--- src/rtl/if_stage.sv ---
// if_stage: RISC-V fetch stage holding the PC, selecting the next PC and loading the IF/ID register
module if_stage #(
    parameter logic [31:0] RESET_PC = 32'h0000_0000,
    parameter logic [31:0] NOP_INST = 32'h0000_0013
) (
    input  logic        clk,
    input  logic        rstn,
    input  logic        stall,
    input  logic        flush,
    input  logic [2:0]  ex_npcop,
    input  logic [31:0] ex_pc,
    input  logic [31:0] ex_imm,
    input  logic [31:0] ex_aluout,
    output logic [31:0] imem_addr,
    input  logic [31:0] imem_rdata,
    output logic [31:0] pc,
    output logic [31:0] if_id_pc,
    output logic [31:0] if_id_inst,
    output logic        if_id_valid,
    output logic        redirect,
    output logic        misalign_err
);
    logic [31:0] target;
    logic [31:0] pc_next;
    logic        bubble;
    logic        misaligned;

    assign imem_addr = pc;

    // Redirect target (JALR outranks JUMP/BRANCH) and next-PC priority: redirect, stall, sequential
    always_comb begin
        target     = ex_npcop[2] ? (ex_aluout & ~32'h1) : ex_pc + ex_imm;
        redirect   = |ex_npcop;
        pc_next    = redirect ? target : stall ? pc : pc + 32'd4;
        bubble     = redirect | flush;
        misaligned = redirect & (target[1:0] != 2'b00);
    end

    // Program counter
    always_ff @(posedge clk or negedge rstn) begin
        if (!rstn) pc <= RESET_PC;
        else       pc <= pc_next;
    end

    // IF/ID register: bubble on redirect or flush, hold on stall, otherwise capture the fetch
    always_ff @(posedge clk or negedge rstn) begin
        if (!rstn) begin
            if_id_pc    <= 32'h0;
            if_id_inst  <= NOP_INST;
            if_id_valid <= 1'b0;
        end else if (bubble) begin
            if_id_pc    <= pc;
            if_id_inst  <= NOP_INST;
            if_id_valid <= 1'b0;
        end else if (!stall) begin
            if_id_pc    <= pc;
            if_id_inst  <= imem_rdata;
            if_id_valid <= 1'b1;
        end
    end

    // Sticky misaligned-target flag, cleared only by reset
    always_ff @(posedge clk or negedge rstn) begin
        if (!rstn)           misalign_err <= 1'b0;
        else if (misaligned) misalign_err <= 1'b1;
    end
endmodule

--- config.mk ---
export PLATFORM = sky130hd
export DESIGN_NAME = if_stage
export DESIGN_NICKNAME = d
export VERILOG_FILES = /design/src/rtl/if_stage.sv
export SDC_FILE = /design/constraint.sdc
export NUM_CORES = 1
export LEC_CHECK = 0
export CAP_MARGIN = 15
export CORE_MARGIN = 1
export CORE_UTILIZATION = 40
export CTS_CLUSTER_SIZE = 28
export DETAILED_ROUTE_END_ITERATION = 16
export GPL_TIMING_DRIVEN = 0
export PLACE_DENSITY = 0.76
export SLEW_MARGIN = 20
export SYNTH_ARGS = -nofsm -noshare
export SYNTH_HDL_FRONTEND = slang
export SYNTH_SLANG_ARGS = --single-unit
--- constraint.sdc ---
create_clock -name clk -period 5.2 [get_ports clk]
set_clock_uncertainty 0.1 [all_clocks]
set_input_delay 1.3 -clock clk [delete_from_list [all_inputs] [get_ports clk]]
set_output_delay 1.3 -clock clk [all_outputs]
set_load 0.1 [all_outputs]
* Word level (Yosys, flattened, before mapping)
Index checks and enable logic that the tools add are counted.
Word-level totals: output and inout port bits 131, register bits after elaboration 98, logic and storage cells 22, bits of input ports 135
Operators by class: reduce and logical (&&, ||, !) cells 2, mux-type cells 9, equal/unequal tests 2, $add $sub $neg 2, bitwise logic cells 2
Operators with widths (count):
- $mux 32 | 7
- $add 32x3->32 const B | 1
- $add 32x32->32 | 1
- $ne 2x1->1 const B | 2
- $reduce_or 3->1 | 1
- $mux 1 | 2
- $reduce_bool 2->1 | 1
- $and 1x1->1 | 1
- $or 1x1->1 | 1

* Depth between registers and ports, before layout
depth in word-level cells 4, mapped depth 12, gate-level depth less buffers 12

* Worst setup path before layout
OpenSTA, ideal clock, no wires.
path kind input port to output port, start point in ex_npcop[2], end point out redirect, data arrival time 2.300 ns, cell stages on the path 4, slack 1.500 ns, buffers on the path 2, data required time 3.800 ns, path through clkbuf_1 > nor2_1 > inv_1 > buf_2
On the way: longest elaborated chain between the ends 1
RTL lines:
- start: declaration | RTL line 10 | input logic [2:0] ex_npcop,
- $reduce_or 3->1 | RTL line 33 | redirect = |ex_npcop;
- end: declaration | RTL line 20 | output logic redirect,
No other way between the ends.

* Final worst setup path
start point in ex_npcop[1], end point out redirect
The elaborated chain is that of the path after synthesis.

==> qor.txt <==
====================================================================================
Number of synthesized flops with an enable pin ........................            0
Share of layout cells above drive strength 1 ..........................       7.732%
Post-place instance area .............................................. 0.009279 mm2
Top cell type's share of synthesized area .............................       37.42%
Number of maximum-capacitance constraint violations ...................            0
Proportion of synthesized flip-flops having asynchronous set or reset .       100.0%
Avg Inst Size Synth ...................................................    9.385 um2
Crit. End Element .....................................................   output pin
Final Hold Slack ......................................................    0.3797 ns
Dominant cells by area after synthesis ................................ sky130_fd_sc_hd__dfrtp_1 (37%), sky130_fd_sc_hd__ha_1 (6.3%), sky130_fd_sc_hd__a21oi_1 (5.2%), sky130_fd_sc_hd__mux2_1 (4.6%), sky130_fd_sc_hd__a22o_1 (4.1%)
Number of distinct library cells after synthesis ......................           66
Row count .............................................................           45
M1 WL .................................................................      8577 um
Number of DRC violations after detailed-routing iteration 0 ...........          376
Detailed-routed wire length on met2 ...................................      9832 um
Top fanout value on the critical path .................................           10
Starting utilization of the core area .................................       41.33%
Clock slew at reported path FFs .......................................      0.07 ns
Final number of setup-violating endpoints .............................            0
DIE AREA ..............................................................  0.01639 mm2
Antenna violations before repair ......................................            0
Flip-flop and latch count after synthesis .............................           98
PD cells .............................................................. 343.6 mW/mm2
Vias after detailed routing ...........................................         6291
Required @ worst endpoint .............................................      3.80 ns
Area used by multi-input combinational logic .......................... 0.003477 mm2
Num Clock Sinks .......................................................           98
RSZ-0062 raised after global routing ..................................        false
Wire per inst .........................................................     17.34 um
Post-synth net total ..................................................          845
Fin crit share ........................................................       96.39%
# nets final ..........................................................         1120
Leak ..................................................................     4.014 nW
Most common library cell in the layout ignoring fill and taps ......... sky130_fd_sc_hd__clkdlybuf4s50_1
Count of antenna-violating nets left after detailed routing ...........            0
Root cell of the clock tree ........................................... sky130_fd_sc_hd__clkbuf_16
Primary flip-flop cell chosen by synthesis mapping .................... sky130_fd_sc_hd__dfrtp_1
Layout overhead on the synthesized area ...............................       50.91%
I/O pins ..............................................................          266
Worst max-slew margin expressed relative to the limit .................       31.20%
Category of the most critical setup path ..............................    in -> out
Pins Over Slew Limit ..................................................            0
Final sum of negative setup slack .....................................         0 ns
Highest Clock Rate ....................................................    199.5 MHz
Detail Route met3 WL ..................................................      1466 um
Startpoint types ......................................................    input pin
Number of buffers added by the clock tree synthesis step ..............            9
Total Routing Usage GR ................................................       24.78%
Number of instances in the synthesized netlist ........................          677
Wire length of the first global-routing pass ..........................     31680 um
Final Util ............................................................       62.38%
# H-tree levels .......................................................            3
Count of warnings emitted by yosys ....................................            0
Design Area, Final .................................................... 0.009588 mm2
Count of buffers inserted at the top-level ports ......................          263
Die extent in x .......................................................     128.0 um
Sequential element share of the synthesized area ......................       38.66%
Via count normalized by instance count ................................        5.386
Footprint of the flip-flops and latches ............................... 0.002456 mm2
Post-route minimum period .............................................     5.012 ns
Clock tree buffer depth ...............................................            2
Die Y .................................................................     128.0 um
Via count of the first global-routing pass ............................         5977
Routed wire length ....................................................     20260 um
Placer congestion estimate ............................................       0.8973
Number of fill cells ..................................................         1345
Commonest cells after routing, fill and taps aside .................... sky130_fd_sc_hd__clkdlybuf4s50_1 (261), sky130_fd_sc_hd__dfrtp_1 (95), sky130_fd_sc_hd__a21oi_1 (66), sky130_fd_sc_hd__nand2_1 (56), sky130_fd_sc_hd__nor2_1 (36)
Core area .............................................................  0.01537 mm2
Worst min path class ..................................................   reg -> reg
Endpoint arrival time on the critical path ............................      3.61 ns
Ant. Diodes ...........................................................            0
TritonCTS clock tree ..................................................          yes
1st-pass router iterations ............................................            5
Number of failing hold endpoints at the final stage ...................            0
Worst-Skew Late Latency ...............................................      0.34 ns
Worst voltage drop across the vdd grid ................................    0.1828 mV
Cell type with the largest total area after synthesis ................. sky130_fd_sc_hd__dfrtp_1
Area of the mapped netlist ............................................ 0.006354 mm2
Leftover overflow at the end of global routing ........................            0
Outcome ...............................................................    completed
Maximum number of pins on one net before global-route repair ..........           57
Actual slew at the worst max-slew pin .................................     1.024 ns
Final routed DRC violation total ......................................            0
Highest metal layer with signal wires .................................         met4
Placed wire-length estimate after detailed placement ..................     16340 um
====================================================================================
[what timing repair did]
item	in CTS	in global routing
gates resized for setup	1	0
hold buffers	0	0
setup endpoints to repair	1	0
setup buffers	0	0
[sequential cells by signal, summed over array words and instances, names as in the netlist]
| register | count |
|---|---|
| if_id_inst | 32 |
| if_id_pc | 32 |
| imem_addr | 32 |
| if_id_valid | 1 |
| misalign_err | 1 |
[worst paths after layout]
path	from	end	slack (ns)	cells after the start
max reg2reg	imem_addr[4]	imem_addr[31]	2.36	9
min reg2reg	if_id_pc[7]	if_id_pc[7]	0.38	2
min	if_id_pc[7]	if_id_pc[7]	0.38	2
min in group asynchronous	rstn	imem_addr[1]	0.81	1
max	ex_npcop[1]	redirect	0.19	6
max in group asynchronous	rstn	if_id_inst[4]	3.52	2
[through the flow]
step / instances / setup WS [ns] / power [mW]
5_1_grt: 1168 / 0.04924 / 3.415
2_1_floorplan: 677 / 1.500 / 2.141
6_report: 1168 / 0.1878 / 3.295
3_3_place_gp: 1151 / -0.9572 / 2.599
4_1_cts: 1168 / 0.1684 / 3.313
3_5_place_dp: 1152 / -0.2061 / 2.615
[area by class of cell]
type                       count  area share [%]
sequential                    98           25.62
inverter                      18          0.7047
multi-input combinational    501           36.27
tap                          211           2.753
timing repair buffer         264           27.74
clock buffer                   9           2.349
buffer                        60           3.680
clock inverter                 7          0.8874
[cell families after synthesis]
| kind of cell | count (synthesis) | synth area share, % |
|---|---|---|
| buffers and inverters | 78 | 6.617 |
| AOI/OAI and AO/OA | 218 | 23.12 |
| DFF | 98 | 38.66 |
| muxes | 33 | 5.829 |
| xor gates and xnor gates | 40 | 5.514 |
| and+or+nand+nor | 177 | 13.65 |
| adders and majority gates | 33 | 6.617 |
[routing by layer]
layer  global-route usage [%]  up-vias
met5                        0        -
li1                         -     3020
met4                    7.820        0
met2                    43.41      299
met3                    4.215       26
met1                    31.01     2946
[critical path: stages]
cell and delay, ns:
sky130_fd_sc_hd__clkdlybuf4s50_1 0.41, sky130_fd_sc_hd__or2_1 0.26, sky130_fd_sc_hd__nor2_1 0.48, sky130_fd_sc_hd__inv_1 0.27
sky130_fd_sc_hd__buf_2 0.27, sky130_fd_sc_hd__dlygate4sd2_1 0.62
[report_power, final]
part,total [mW],switching [mW],internal (mW)
Sequential,0.939,0.100,0.838
Combinational,1.66,1.17,0.490
Clock,0.691,0.309,0.383
[synthesized netlist by cell type, types with 4 or more instances]
library cell,instances
sky130_fd_sc_hd__o21ai_1,20
sky130_fd_sc_hd__nand2b_1,4
sky130_fd_sc_hd__o21bai_1,5
sky130_fd_sc_hd__o21a_1,11
sky130_fd_sc_hd__o21ai_0,13
sky130_fd_sc_hd__ha_1,32
sky130_fd_sc_hd__nand3_1,21
sky130_fd_sc_hd__a22o_1,30
sky130_fd_sc_hd__a31oi_1,8
sky130_fd_sc_hd__nor2_1,36
sky130_fd_sc_hd__nor2b_1,7
sky130_fd_sc_hd__xor2_1,13
sky130_fd_sc_hd__mux2_1,26
sky130_fd_sc_hd__a21oi_1,66
sky130_fd_sc_hd__and3_1,8
sky130_fd_sc_hd__o211ai_1,10
sky130_fd_sc_hd__a21o_1,15
sky130_fd_sc_hd__clkbuf_1,21
sky130_fd_sc_hd__dfrtp_1,95
sky130_fd_sc_hd__buf_4,32
sky130_fd_sc_hd__a22oi_1,4
sky130_fd_sc_hd__o22ai_1,5
sky130_fd_sc_hd__nand2_1,56
sky130_fd_sc_hd__inv_1,17
sky130_fd_sc_hd__nor3_1,14
sky130_fd_sc_hd__xnor2_1,27
sky130_fd_sc_hd__nand4_1,11
sky130_fd_sc_hd__buf_2,6
sky130_fd_sc_hd__mux2_2,6
Power figures use the tool's default switching activity.
